### config.mk
export PLATFORM = sky130hd
export DESIGN_NAME = cmp_arbiter
export DESIGN_NICKNAME = d
export VERILOG_FILES = /design/src/rtl/cmp_arbiter_pkg.sv /design/src/rtl/comparator.sv /design/src/rtl/rr_pick.sv /design/src/rtl/cmp_arbiter.sv
export SDC_FILE = /design/constraint.sdc
export NUM_CORES = 1
export LEC_CHECK = 0
export CAP_MARGIN = 40
export CORE_MARGIN = 2
export CORE_UTILIZATION = 35
export CTS_CLUSTER_SIZE = 16
export DETAILED_ROUTE_END_ITERATION = 10
export HOLD_SLACK_MARGIN = 0.03
export PLACE_DENSITY_LB_ADDON = 0.08
export SETUP_SLACK_MARGIN = 0.4
export SYNTH_ARGS = -nofsm -noshare
export SYNTH_HDL_FRONTEND = slang
export SYNTH_SLANG_ARGS = --single-unit
### constraint.sdc
create_clock -name clk -period 3.24 [get_ports clk]
set_clock_uncertainty 0.05 [all_clocks]
set_input_delay 0.486 -clock clk [delete_from_list [all_inputs] [get_ports clk]]
set_output_delay 0.486 -clock clk [all_outputs]
set_load 0.005 [all_outputs]
### src/rtl/cmp_arbiter_pkg.sv
// Shared definitions for the compare arbiter: FSM state encoding,
// default requester count and pointer-width helper.
package cmp_arbiter_pkg;

    typedef enum logic [1:0] {
        S_IDLE = 2'b00,
        S_CMP  = 2'b01,
        S_RESP = 2'b10
    } state_t;

    localparam int NREQ_DEFAULT = 4;
    localparam int PTR_W        = $clog2(NREQ_DEFAULT);

    // Pointer width for an arbitrary requester count (never below one bit).
    function automatic int ptr_width(input int n);
        return (n <= 2) ? 1 : $clog2(n);
    endfunction

endpackage

### src/rtl/comparator.sv
// Shared unsigned magnitude comparator: ge = A >= B while enabled, else 0.
module comparator #(
    parameter int WIDTH = 8
) (
    input  logic [WIDTH-1:0] A,
    input  logic [WIDTH-1:0] B,
    input  logic             En,
    output logic             ge
);

    assign ge = En & (A >= B);

endmodule

### src/rtl/rr_pick.sv
// Combinational round-robin picker: first set request bit searching upward
// from ptr+1 (modulo NREQ). Returns a one-hot winner and its index.
module rr_pick
    import cmp_arbiter_pkg::*;
#(
    parameter int NREQ = NREQ_DEFAULT,
    parameter int PW   = ptr_width(NREQ)
) (
    input  logic [NREQ-1:0] req_i,
    input  logic [PW-1:0]   ptr_i,
    output logic [NREQ-1:0] win_oh_o,
    output logic [PW-1:0]   win_idx_o,
    output logic            any_o
);

    // Candidate indices in priority order: ptr+1, ptr+2, ..., ptr (wrapped).
    logic [PW-1:0] cand [NREQ];

    for (genvar k = 0; k < NREQ; k++) begin : g_cand
        assign cand[k] = PW'((int'(ptr_i) + k + 1) % NREQ);
    end

    logic found;

    // Walk the rotated candidate list and keep the first active requester.
    always_comb begin
        found     = 1'b0;
        win_oh_o  = '0;
        win_idx_o = '0;
        for (int k = 0; k < NREQ; k++) begin
            if (!found && req_i[cand[k]]) begin
                found               = 1'b1;
                win_oh_o[cand[k]]   = 1'b1;
                win_idx_o           = cand[k];
            end
        end
    end

    assign any_o = found;

endmodule

### src/rtl/cmp_arbiter.sv
// Round-robin arbiter that time-shares one comparator among NREQ requesters.
// One transaction takes IDLE(grant+latch) -> CMP(compare) -> RESP(done).
module cmp_arbiter
    import cmp_arbiter_pkg::*;
#(
    parameter int WIDTH = 8,
    parameter int NREQ  = NREQ_DEFAULT
) (
    input  logic                  clk,
    input  logic                  rst,
    input  logic [NREQ-1:0]       req,
    input  logic [NREQ*WIDTH-1:0] a_in,
    input  logic [NREQ*WIDTH-1:0] b_in,
    output logic [NREQ-1:0]       gnt,
    output logic                  busy,
    output logic                  done,
    output logic                  ge
);

    localparam int PW = ptr_width(NREQ);

    state_t            state_q, state_d;
    logic [NREQ-1:0]   gnt_q, gnt_d;
    logic [PW-1:0]     ptr_q, ptr_d;
    logic [PW-1:0]     idx_q, idx_d;
    logic              ge_q, ge_d;
    logic [WIDTH-1:0]  op_a_q, op_a_d;
    logic [WIDTH-1:0]  op_b_q, op_b_d;

    logic [WIDTH-1:0]  a_arr [NREQ];
    logic [WIDTH-1:0]  b_arr [NREQ];
    logic [NREQ-1:0]   win_oh;
    logic [PW-1:0]     win_idx;
    logic              win_any;
    logic              cmp_en;
    logic              cmp_ge;

    for (genvar i = 0; i < NREQ; i++) begin : g_unpack
        assign a_arr[i] = a_in[i*WIDTH +: WIDTH];
        assign b_arr[i] = b_in[i*WIDTH +: WIDTH];
    end

    rr_pick #(
        .NREQ (NREQ),
        .PW   (PW)
    ) u_pick (
        .req_i     (req),
        .ptr_i     (ptr_q),
        .win_oh_o  (win_oh),
        .win_idx_o (win_idx),
        .any_o     (win_any)
    );

    comparator #(
        .WIDTH (WIDTH)
    ) u_cmp (
        .A  (op_a_q),
        .B  (op_b_q),
        .En (cmp_en),
        .ge (cmp_ge)
    );

    // Next-state and datapath-capture decisions for the three-state sequencer.
    always_comb begin
        state_d = state_q;
        gnt_d   = gnt_q;
        ptr_d   = ptr_q;
        idx_d   = idx_q;
        ge_d    = ge_q;
        op_a_d  = op_a_q;
        op_b_d  = op_b_q;
        cmp_en  = 1'b0;
        case (state_q)
            S_IDLE: begin
                if (win_any) begin
                    gnt_d   = win_oh;
                    idx_d   = win_idx;
                    op_a_d  = a_arr[win_idx];
                    op_b_d  = b_arr[win_idx];
                    state_d = S_CMP;
                end
            end
            S_CMP: begin
                cmp_en  = 1'b1;
                ge_d    = cmp_ge;
                state_d = S_RESP;
            end
            S_RESP: begin
                // Winner becomes the lowest priority for the next round.
                ptr_d   = idx_q;
                gnt_d   = '0;
                state_d = S_IDLE;
            end
            default: begin
                gnt_d   = '0;
                state_d = S_IDLE;
            end
        endcase
    end

    // Control registers; reset aborts any transaction in flight.
    always_ff @(posedge clk) begin
        if (rst) begin
            state_q <= S_IDLE;
            gnt_q   <= '0;
            ptr_q   <= PW'(NREQ - 1);
            idx_q   <= '0;
            ge_q    <= 1'b0;
        end else begin
            state_q <= state_d;
            gnt_q   <= gnt_d;
            ptr_q   <= ptr_d;
            idx_q   <= idx_d;
            ge_q    <= ge_d;
        end
    end

    // Operand latches; only meaningful while a grant is held, so no reset.
    always_ff @(posedge clk) begin
        op_a_q <= op_a_d;
        op_b_q <= op_b_d;
    end

    assign gnt  = gnt_q;
    assign busy = (state_q != S_IDLE);
    assign done = (state_q == S_RESP);
    assign ge   = ge_q;

endmodule

**Word level (Yosys, flattened, before mapping)**

Index checks and enable logic that the tools add are counted.

- Add/sub/neg operators: 6
- Equality and inequality tests: 3
- Order comparisons: 10
- Reductions and logical operators: 14
- Bitwise operators: 6
- Muxes and demuxes: 39

Operator list:

| operator | number |
|---|---|
| $bmux W8 S2 | 2 |
| $mux W8 | 4 |
| $mux W4 | 5 |
| $mux W1 | 13 |
| $lt A2 B3 Y1 const B | 4 |
| $or A4 B4 Y4 | 3 |
| $add A2 B2 Y2 const B | 5 |
| $mux W2 | 5 |
| $bmux W1 S2 | 4 |
| $demux W1 S2 | 4 |
| $ge A2 B1 Y1 const B | 4 |
| $ge A8 B8 Y1 | 1 |
| $pmux W4 S2 | 1 |
| $logic_and A1 B1 Y1 | 7 |
| $pmux W2 S2 | 1 |
| $reduce_and A2 Y1 | 2 |
| $ge A3 B3 Y1 const B | 1 |
| $logic_not A1 Y1 | 3 |
| $not A2 Y3 | 1 |
| $add A2 B1 Y2 const B | 1 |
| $eq A2 B1 Y1 const B | 1 |
| $eq A2 B2 Y1 const B | 1 |
| $logic_not A2 Y1 | 1 |
| $ne A2 B1 Y1 const B | 1 |
| other kinds (3) | 3 |

- Output and inout port bits: 7
- Flip-flop bits (word level): 27
- Word-level logic and storage cells: 85
- Input bits: 70

**Longest topological paths before layout**

Gate-level depths: netlist (run 1).

- Depth after elaboration: 17
- Depth in mapped cells: 12
- Mapped depth without buffers: 8

**Hierarchy**

Synthesis (run 1) repeated with hierarchy kept, for this count alone.

- Cell total of the unflattened synthesis: 167
- Area, all modules: 2048.2 sq um

Modules (own cells, without submodules):

| module | seq. area each (sq um) | area each (sq um) | instances | cells an instance |
|---|---|---|---|---|
| cmp_arbiter | 700.7 | 1328.8 | 1 | 75 |
| rr_pick | 0.0 | 526.8 | 1 | 65 |
| comparator | 0.0 | 192.7 | 1 | 27 |

**Least setup slack after synthesis (run 1)**

No wires, ideal clock.

- Path type: register to register
- Start: reg ptr_q[0]
- End: reg gnt_q[2] (netlist: gnt[2])
- Slack: 8 ps
- Cell stages (with the launch flop): 12
- Library setup time: 60 ps
- Period minus slack after synthesis: 3232 ps
- Arrival: 3121 ps
- Buffers on the path: 3
- Required time: 3130 ps
- Cells stage by stage: dfxtp_1 -> buf_6 -> inv_2 -> ha_1 -> clkbuf_1 -> or2_1 -> nand3_1 -> a21o_1 -> buf_2 -> nor2b_1 -> nor2b_1 -> a22o_1

- Longest elaborated chain between the ends: 15
- Elaborated cells between the ends (all ways): 55
- Classes of those cells: 6 x add/sub; 8 x order compare; 1 x eq/ne; 26 x mux; 3 x bitwise; 11 x reduce/logical

RTL lines:

| element | line | source |
|---|---|---|
| start, declared | cmp_arbiter.sv:24 | `logic [PW-1:0] ptr_q, ptr_d;` |
| start signal, assigned | cmp_arbiter.sv:106 | `ptr_q <= PW'(NREQ - 1);` |
| start signal, assigned | cmp_arbiter.sv:112 | `ptr_q <= ptr_d;` |
| parallel branches: the longest is 15 deep, another holds $lt A2 B3 Y1 | -- |  |
| end signal, assigned | cmp_arbiter.sv:111 | `gnt_q <= gnt_d;` |
| end, declared | cmp_arbiter.sv:23 | `logic [NREQ-1:0] gnt_q, gnt_d;` |

Parallel ways; which one is timed is not known. The select of a mux whose other input is x is not followed.
A chain may end at the register's enable or synchronous reset.

**Worst setup path in the final report (run 1)**

- Start: reg ptr_q[0]
- End: reg op_a_q[3] (data pin)

- Longest elaborated chain between the ends: 17
- Elaborated cells between the ends (all ways): 31
- Classes of those cells: 6 x add/sub; 18 x mux; 1 x bitwise; 6 x reduce/logical

RTL lines:

| element | line | source |
|---|---|---|
| parallel branches: the longest is 12 deep, another holds $add A2 B1 Y2 | -- |  |
| $mux W2 * | rr_pick.sv:31 | `if (!found && req_i[cand[k]]) begin` |
| $not A2 Y3 (not written as such) * | cmp_arbiter.sv:78 | `op_a_d = a_arr[win_idx];` |
| $bmux W8 S2 * | cmp_arbiter.sv:78 |  |
| $mux W8 (not written as such) * (2 in a row) | cmp_arbiter.sv:78 |  |
| end signal, assigned | cmp_arbiter.sv:120 | `op_a_q <= op_a_d;` |
| end, declared | cmp_arbiter.sv:27 | `logic [WIDTH-1:0] op_a_q, op_a_d;` |

Every way passes the cells marked *. The select of a mux whose other input is x is not followed.

==> flow_metrics.py, run 1 <==
metrics = {
    "finish": {
        "drive_gt1_share_pct": 15.9,
        "antenna_cells": 0,
        "final_area_um2": 3420,
        "final_cell_count_no_fill": 423,
        "final.fill_count": 581,
        "regArea_um2": 706,
        "area_delta_synth_final_pct": 48.6,
        "multi_input_area_um2": 1480,
        "fin_nets": 433,
    },
    "power_and_ir_drop": {
        "leakagePower_nw": 1.45,
        "clockPowerShare_pct": 13.5,
        "intPower_w": 0.000953,
        "netSwitchingPower_w": 0.000519,
        "powerDensity_nw_per_um2": 431,
        "pwr-share-comb_pct": 52.7,
        "vdd_drop_max_uv": 231,
        "seqPwrFrac_pct": 33.7,
        "power_switching_share_pct": 35.3,
    },
    "timing": {
        "maxSlewViolCount": 0,
        "max_freq_ghz": 0.365,
        "hold_ws_ns": 0.431,
        "worst_pin_slew_ns": 0.535,
        "timing.slew.headroom_pct": 63.3,
        "finalHoldViolations": 0,
        "setup_tns_ns": 0,
        "min_period_over_period_pct": 84.5,
        "rsz0062_at_grt": "no",
        "min_period_ns": 2.74,
        "setup_viol": 0,
    },
    "setup_path": {
        "path_max_fanout": 15,
        "cp.arrival_ns": 2.71,
        "critPathKind": "reg2reg",
        "crit_required_ns": 3.21,
        "r2r-start": "ptr_q[0]",
        "crit_start": "ptr_q[0]",
        "start_kind": "flip-flop",
        "end_kind": "flip-flop",
    },
    "drt": {
        "drtAntennaViolNets": 0,
        "vias_per_cell": 5.61,
        "drtIter0Drc": 271,
        "vias": 2372,
        "drcViolationCount": 0,
        "wire_per_inst_um": 16.5,
        "wirelength_mm": 6.97,
        "drtPass1Iterations": 6,
    },
    "global_routing": {
        "grt_pass1_vias": 2149,
        "grt_usage_pct": 18.8,
        "grt_pass1_wl_mm": 11.0,
        "grt_max_degree": 34,
        "antenna_found_initial": 0,
        "grt.overflow.total": 0,
    },
    "cts": {
        "cts_htree_levels": 1,
        "clockBufferDepth": 2,
        "clk_pin_slew_ns": 0.10,
        "cts_tree": "yes",
        "ctsRootBufferMaster": "clkbuf_8",
        "clock-sinks": 27,
        "cts_buffers": 3,
        "cts.hold.buffers_added": 0,
        "insertion_delay_ns": 0.27,
    },
    "floorplan": {
        "die_x_um": 85.1,
        "rows": 29,
        "die-area_um2": 7240,
        "io_pins": 77,
        "coreArea_um2": 6350,
        "die_y_um": 85.1,
        "initial_utilization_pct": 36.2,
    },
    "placement": {
        "gp_congestion": 0.752,
        "port_buffers": 76,
        "dp.cells": 409,
        "postPlaceCellArea_um2": 3250,
        "dp_hpwl_mm": 4.91,
    },
    "synth": {
        "ys_warn_count": 0,
        "synth_flop_cell": "edfxtp_1",
        "synth_seq_cells": 27,
        "synthCells": 255,
        "syn-cell-area_um2": 2300,
        "syn-mean-instance-area_um2": 9.02,
        "synth_seq_area_share_pct": 30.5,
        "synth_edf_count": 16,
        "synth_cell_type_count": 48,
        "async_flop_share_pct": 0,
        "synthesis.nets": 341,
    },
    "job": {
        "cap_violations": 0,
    },
    "run_status": {
        "status": "finished clean",
    },
    "hold_path": {
        "min_path_type": "reg2reg",
        "hold_start": "idx_q[0]",
    },
}
[registers in the layout, indices dropped and copies added (netlist names)]
signal	cells
ge	1
gnt	4
idx_q	2
op_a_q	8
op_b_q	8
ptr_q	2
state_q	2
[what timing repair did]
action	CTS	global route
pin swaps	2	4
setup buffers	0	7
cloned	1	2
endpoints found under the setup margin	16	16
gates resized for setup	3	9
[path summary, 6_finish.rpt]
| path | to | slack, ns | depth (start not counted) |
|---|---|---|---|
| min | ptr_q[0] | 0.43 | 1 |
| min reg2reg | ptr_q[0] | 0.43 | 1 |
| max | op_a_q[3] | 0.50 | 9 |
| max reg2reg | op_a_q[3] | 0.50 | 9 |
[cells by family (layout without fill, tap and decap cells)]
kind of cell    count (synthesis)  after routing  share of synthesized area (%)
compound gates                 85             85                           27.2
xor+xnor                        1              2                          0.707
fa+ha+maj                      16             16                           8.70
buf+inv                        38            126                           8.05
flops                          27             27                           30.5
mux                             9              9                           5.38
simple gates                   79             81                           19.5
[metrics by stage]
| step | setup slack, ns | util (%) | total power, W |
|---|---|---|---|
| 6_report | 0.501 | 53.9 | 0.00147 |
| 5_1_grt | 0.414 | 53.9 | 0.00159 |
| 4_1_cts | 0.413 | 52.3 | 0.00143 |
| 3_5_place_dp | 0.00674 | 51.2 | 0.00122 |
| 3_3_place_gp | 0.00666 | 50.9 | 0.00121 |
| 2_1_floorplan | 0.403 | - | 0.000948 |
[placed cells by master, fill, tap and decap left out, types with 4 or more instances in the layout]
master,count
mux2i_1,4
edfxtp_1,16
ha_1,15
clkdlybuf4s50_1,72
nor2_1,14
a21oi_1,26
and3_1,32
o21ai_0,4
nor2b_1,7
a22oi_1,16
a222oi_1,16
dfxtp_1,9
buf_4,27
nor3_1,5
a22o_1,4
nand2_1,5
inv_1,14
[Yosys cell counts, types with 3 or more instances]
| cell | n | area [um2] |
|---|---|---|
| a22o_1 | 4 | 35.0 |
| ha_1 | 16 | 200 |
| dfxtp_1 | 11 | 220 |
| a22oi_1 | 16 | 120 |
| buf_6 | 4 | 45.0 |
| nor2b_1 | 8 | 50.1 |
| inv_1 | 14 | 52.6 |
| edfxtp_1 | 16 | 480 |
| mux2i_1 | 4 | 40.0 |
| buf_2 | 8 | 40.0 |
| a222oi_1 | 16 | 160 |
| clkbuf_1 | 9 | 33.8 |
| nand2b_1 | 3 | 18.8 |
| nor3_1 | 5 | 25.0 |
| nor2_1 | 14 | 52.6 |
| a21oi_1 | 26 | 130 |
| o21ai_0 | 4 | 20.0 |
| nand2_1 | 5 | 18.8 |
| and3_1 | 32 | 200 |
[final cells by class]
type / count / area share, %
multi-input cells: 193 / 43.2
repair buffers: 107 / 30.3
flip-flops and latches: 27 / 20.6
well taps: 77 / 2.82
inverters: 15 / 1.65
clock buffers: 3 / 1.21
clock inverters: 1 / 0.220
[power groups by stage]
stage                     combinational (W)  sequential [W]  clock (W)
after floorplan                    0.000449        0.000499          0
after global placement             0.000700        0.000505          0
after detailed placement           0.000712        0.000505          0
after CTS                          0.000727        0.000497   0.000205
after global routing               0.000864        0.000505   0.000218
final                              0.000777        0.000496   0.000199
[critical path: stages, from the launching register on]
cell      delay (ns)
dfxtp_4         0.35
buf_6           0.15
ha_1            0.22
or2_4           0.26
mux2i_2         0.16
buf_4           0.18
or3_4           0.41
and3_1          0.19
a222oi_1        0.41
a21oi_1         0.09
[per-layer routing]
| layer | global-route usage, % | routed length [um] | vias to the layer above |
|---|---|---|---|
| met5 | 0 | 0 | - |
| met4 | 4.33 | 72 | 0 |
| met3 | 2.14 | 478 | 5 |
| met2 | 26.6 | 2910 | 101 |
| met1 | 30.3 | 3510 | 1088 |
| li1 | - | - | 1178 |
No activity file was read; power rests on OpenSTA's default activity.
==> inputs of run 2 (changes only) <==
==> constraint.sdc (replaced) <==
create_clock -name clk -period 2.33 [get_ports clk]
set_clock_uncertainty 0.05 [all_clocks]
set_input_delay 0.3495 -clock clk [delete_from_list [all_inputs] [get_ports clk]]
set_output_delay 0.3495 -clock clk [all_outputs]
set_load 0.005 [all_outputs]
==> run 2 against run 1 <==
The run now ends with negative setup slack left. Largest cell class unchanged. Clock power up 32%. Final area up 16%. Die area is the same. Hold slack improved by 0.0015 ns. Final cell count up 6.9%. Fmax rose by 4.8%. Via count rose by 4.5%. Register-to-register slack worse by 0.79 ns. Utilization up 8.4 points. Sequential power rose by 41%. Non-clock buffer count up 30.
==> flow_metrics.py, run 2 (synthesis gave the netlist of run 1 again) <==
metrics = {
    "floorplan": {
        "io_pins": 77,
        "initial_utilization_pct": 36.2,
        "rows": 29,
        "die_y_um": 85.1,
        "die-area_um2": 7240,
        "coreArea_um2": 6350,
        "die_x_um": 85.1,
    },
    "timing": {
        "min_period_ns": 2.61,
        "timing.slew.headroom_pct": 67.4,
        "setup_viol": 19,
        "min_period_over_period_pct": 112,
        "rsz0062_at_grt": "yes",
        "max_freq_ghz": 0.382,
        "maxSlewViolCount": 0,
        "worst_pin_slew_ns": 0.475,
        "worst_slack_ns": -0.285,
        "finalHoldViolations": 0,
    },
    "cts": {
        "clockBufferDepth": 2,
        "cts_tree": "yes",
        "clock-sinks": 27,
        "cts_htree_levels": 1,
        "ctsRootBufferMaster": "clkbuf_8",
        "clk_pin_slew_ns": 0.09,
        "cts_buffers": 3,
        "insertion_delay_ns": 0.27,
        "cts.hold.buffers_added": 0,
    },
    "drt": {
        "drcViolationCount": 0,
        "drtPass1Iterations": 6,
        "wire_per_inst_um": 16.9,
        "drtAntennaViolNets": 0,
        "vias_per_cell": 5.48,
        "drtIter0Drc": 269,
        "wirelength_mm": 7.63,
        "vias": 2479,
    },
    "power_and_ir_drop": {
        "intPower_w": 0.00151,
        "leakagePower_nw": 1.68,
        "seqPwrFrac_pct": 30.8,
        "clockPowerShare_pct": 11.6,
        "netSwitchingPower_w": 0.000768,
        "powerDensity_nw_per_um2": 576,
        "pwr-share-comb_pct": 57.6,
        "vdd_drop_max_uv": 386,
        "power_switching_share_pct": 33.8,
    },
    "finish": {
        "final_common_cell": "clkdlybuf4s50_1",
        "drive_gt1_share_pct": 26.9,
        "final_cell_mix": "clkdlybuf4s50_1, buf_4, and3_1",
        "final_area_um2": 3950,
        "antenna_cells": 0,
        "final.fill_count": 506,
        "area_delta_synth_final_pct": 71.7,
        "final_util_pct": 62.2,
        "fin_nets": 462,
    },
    "job": {
        "cap_violations": 0,
    },
    "run_status": {
        "status": "complete, but fails checks",
        "violations": "negative setup slack",
    },
    "setup_path": {
        "crit_start": "ptr_q[0]",
        "start_kind": "flip-flop",
        "end_kind": "flip-flop",
        "crit_required_ns": 2.28,
        "r2r-start": "ptr_q[0]",
        "path_max_fanout": 10,
        "critPathKind": "reg2reg",
        "cp.arrival_ns": 2.57,
    },
    "global_routing": {
        "grt_pass1_vias": 2382,
        "grt_pass1_wl_mm": 11.9,
        "grt_max_degree": 33,
        "grt_usage_pct": 20.6,
        "grt.overflow.total": 0,
        "antenna_found_initial": 0,
    },
    "hold_path": {
        "hold_start": "idx_q[0]",
        "min_path_type": "reg2reg",
    },
    "placement": {
        "port_buffers": 76,
        "gp_congestion": 0.808,
        "dp_hpwl_mm": 5.18,
        "postPlaceCellArea_um2": 3550,
    },
}
## run 2: cell count changes in the layout (fill, tap and decap cells not counted), moves of 4 or more
cell     before  now
a21oi_2       0    4
buf_6         1   16
a21oi_1      26   22
buf_12        2    9
buf_4        27   34
## run 2: metrics by stage
step | cells | power, W | setup TNS [ns] | setup slack [ns] | hold slack (ns)
final | 452 | 0.00227 | -2.68 | -0.285 | 0.432
after global routing | 452 | 0.00245 | -4.68 | -0.334 | 0.462
after CTS | 447 | 0.00222 | -2.32 | -0.222 | 0.430
after detailed placement | 431 | 0.00183 | -11.59 | -0.482 | 0.410
after global placement | 431 | 0.00182 | -10.33 | -0.433 | 0.406
after floorplan | 255 | 0.00137 | -4.98 | -0.316 | 0.384
## run 2: worst paths after layout
| kind | slack [ns] | depth (start not counted) | endpoint |
|---|---|---|---|
| worst max-delay path | -0.28 | 9 | op_a_q[0] |
| worst min-delay path | 0.43 | 1 | ptr_q[0] |
| worst max register to register | -0.28 | 9 | op_a_q[0] |
| worst min register to register | 0.43 | 1 | ptr_q[0] |
## run 2: repair_timing
item / 4_1_cts / 5_1_grt
gates cloned: 3 / 1
pin swaps: 15 / 13
setup endpoints to repair: 40 / 40
setup buffers: 9 / 4
hold endpoints to repair: 0 / 0
resized for setup: 25 / 16
## run 2: power groups by stage
stage / clock network (W) / logic [W] / registers [W]
2_1_floorplan: 0 / 0.000678 / 0.000694
3_3_place_gp: 0 / 0.00111 / 0.000710
3_5_place_dp: 0 / 0.00112 / 0.000709
4_1_cts: 0.000268 / 0.00125 / 0.000700
5_1_grt: 0.000294 / 0.00144 / 0.000713
6_report: 0.000263 / 0.00131 / 0.000701
## run 2: area by class of cell
cell class | count | area, um2 | area share (%)
well taps | 77 | 96.3 | 2.44
repair buffers | 137 | 1430 | 36.2
clock buffers | 4 | 45.0 | 1.14
inverters | 15 | 63.8 | 1.62
multi-input cells | 192 | 1610 | 40.7
flip-flops and latches | 27 | 706 | 17.9
## run 2: layer usage
metal	vias to the layer above	share of wire [%]	GRT usage, %
met3	4	6.6	3.50
met4	0	1.1	5.34
met5	-	0	0
li1	1233	-	-
met1	1154	48	32.1
met2	88	44	29.3
## run 2: critical path: stages, from the launching register on
cell      delay (ns)
dfxtp_4         0.41
inv_8           0.04
ha_4            0.29
mux4_2          0.55
inv_2           0.10
o21bai_4        0.08
xnor2_4         0.15
buf_12          0.15
a222oi_1        0.45
a21oi_1         0.09
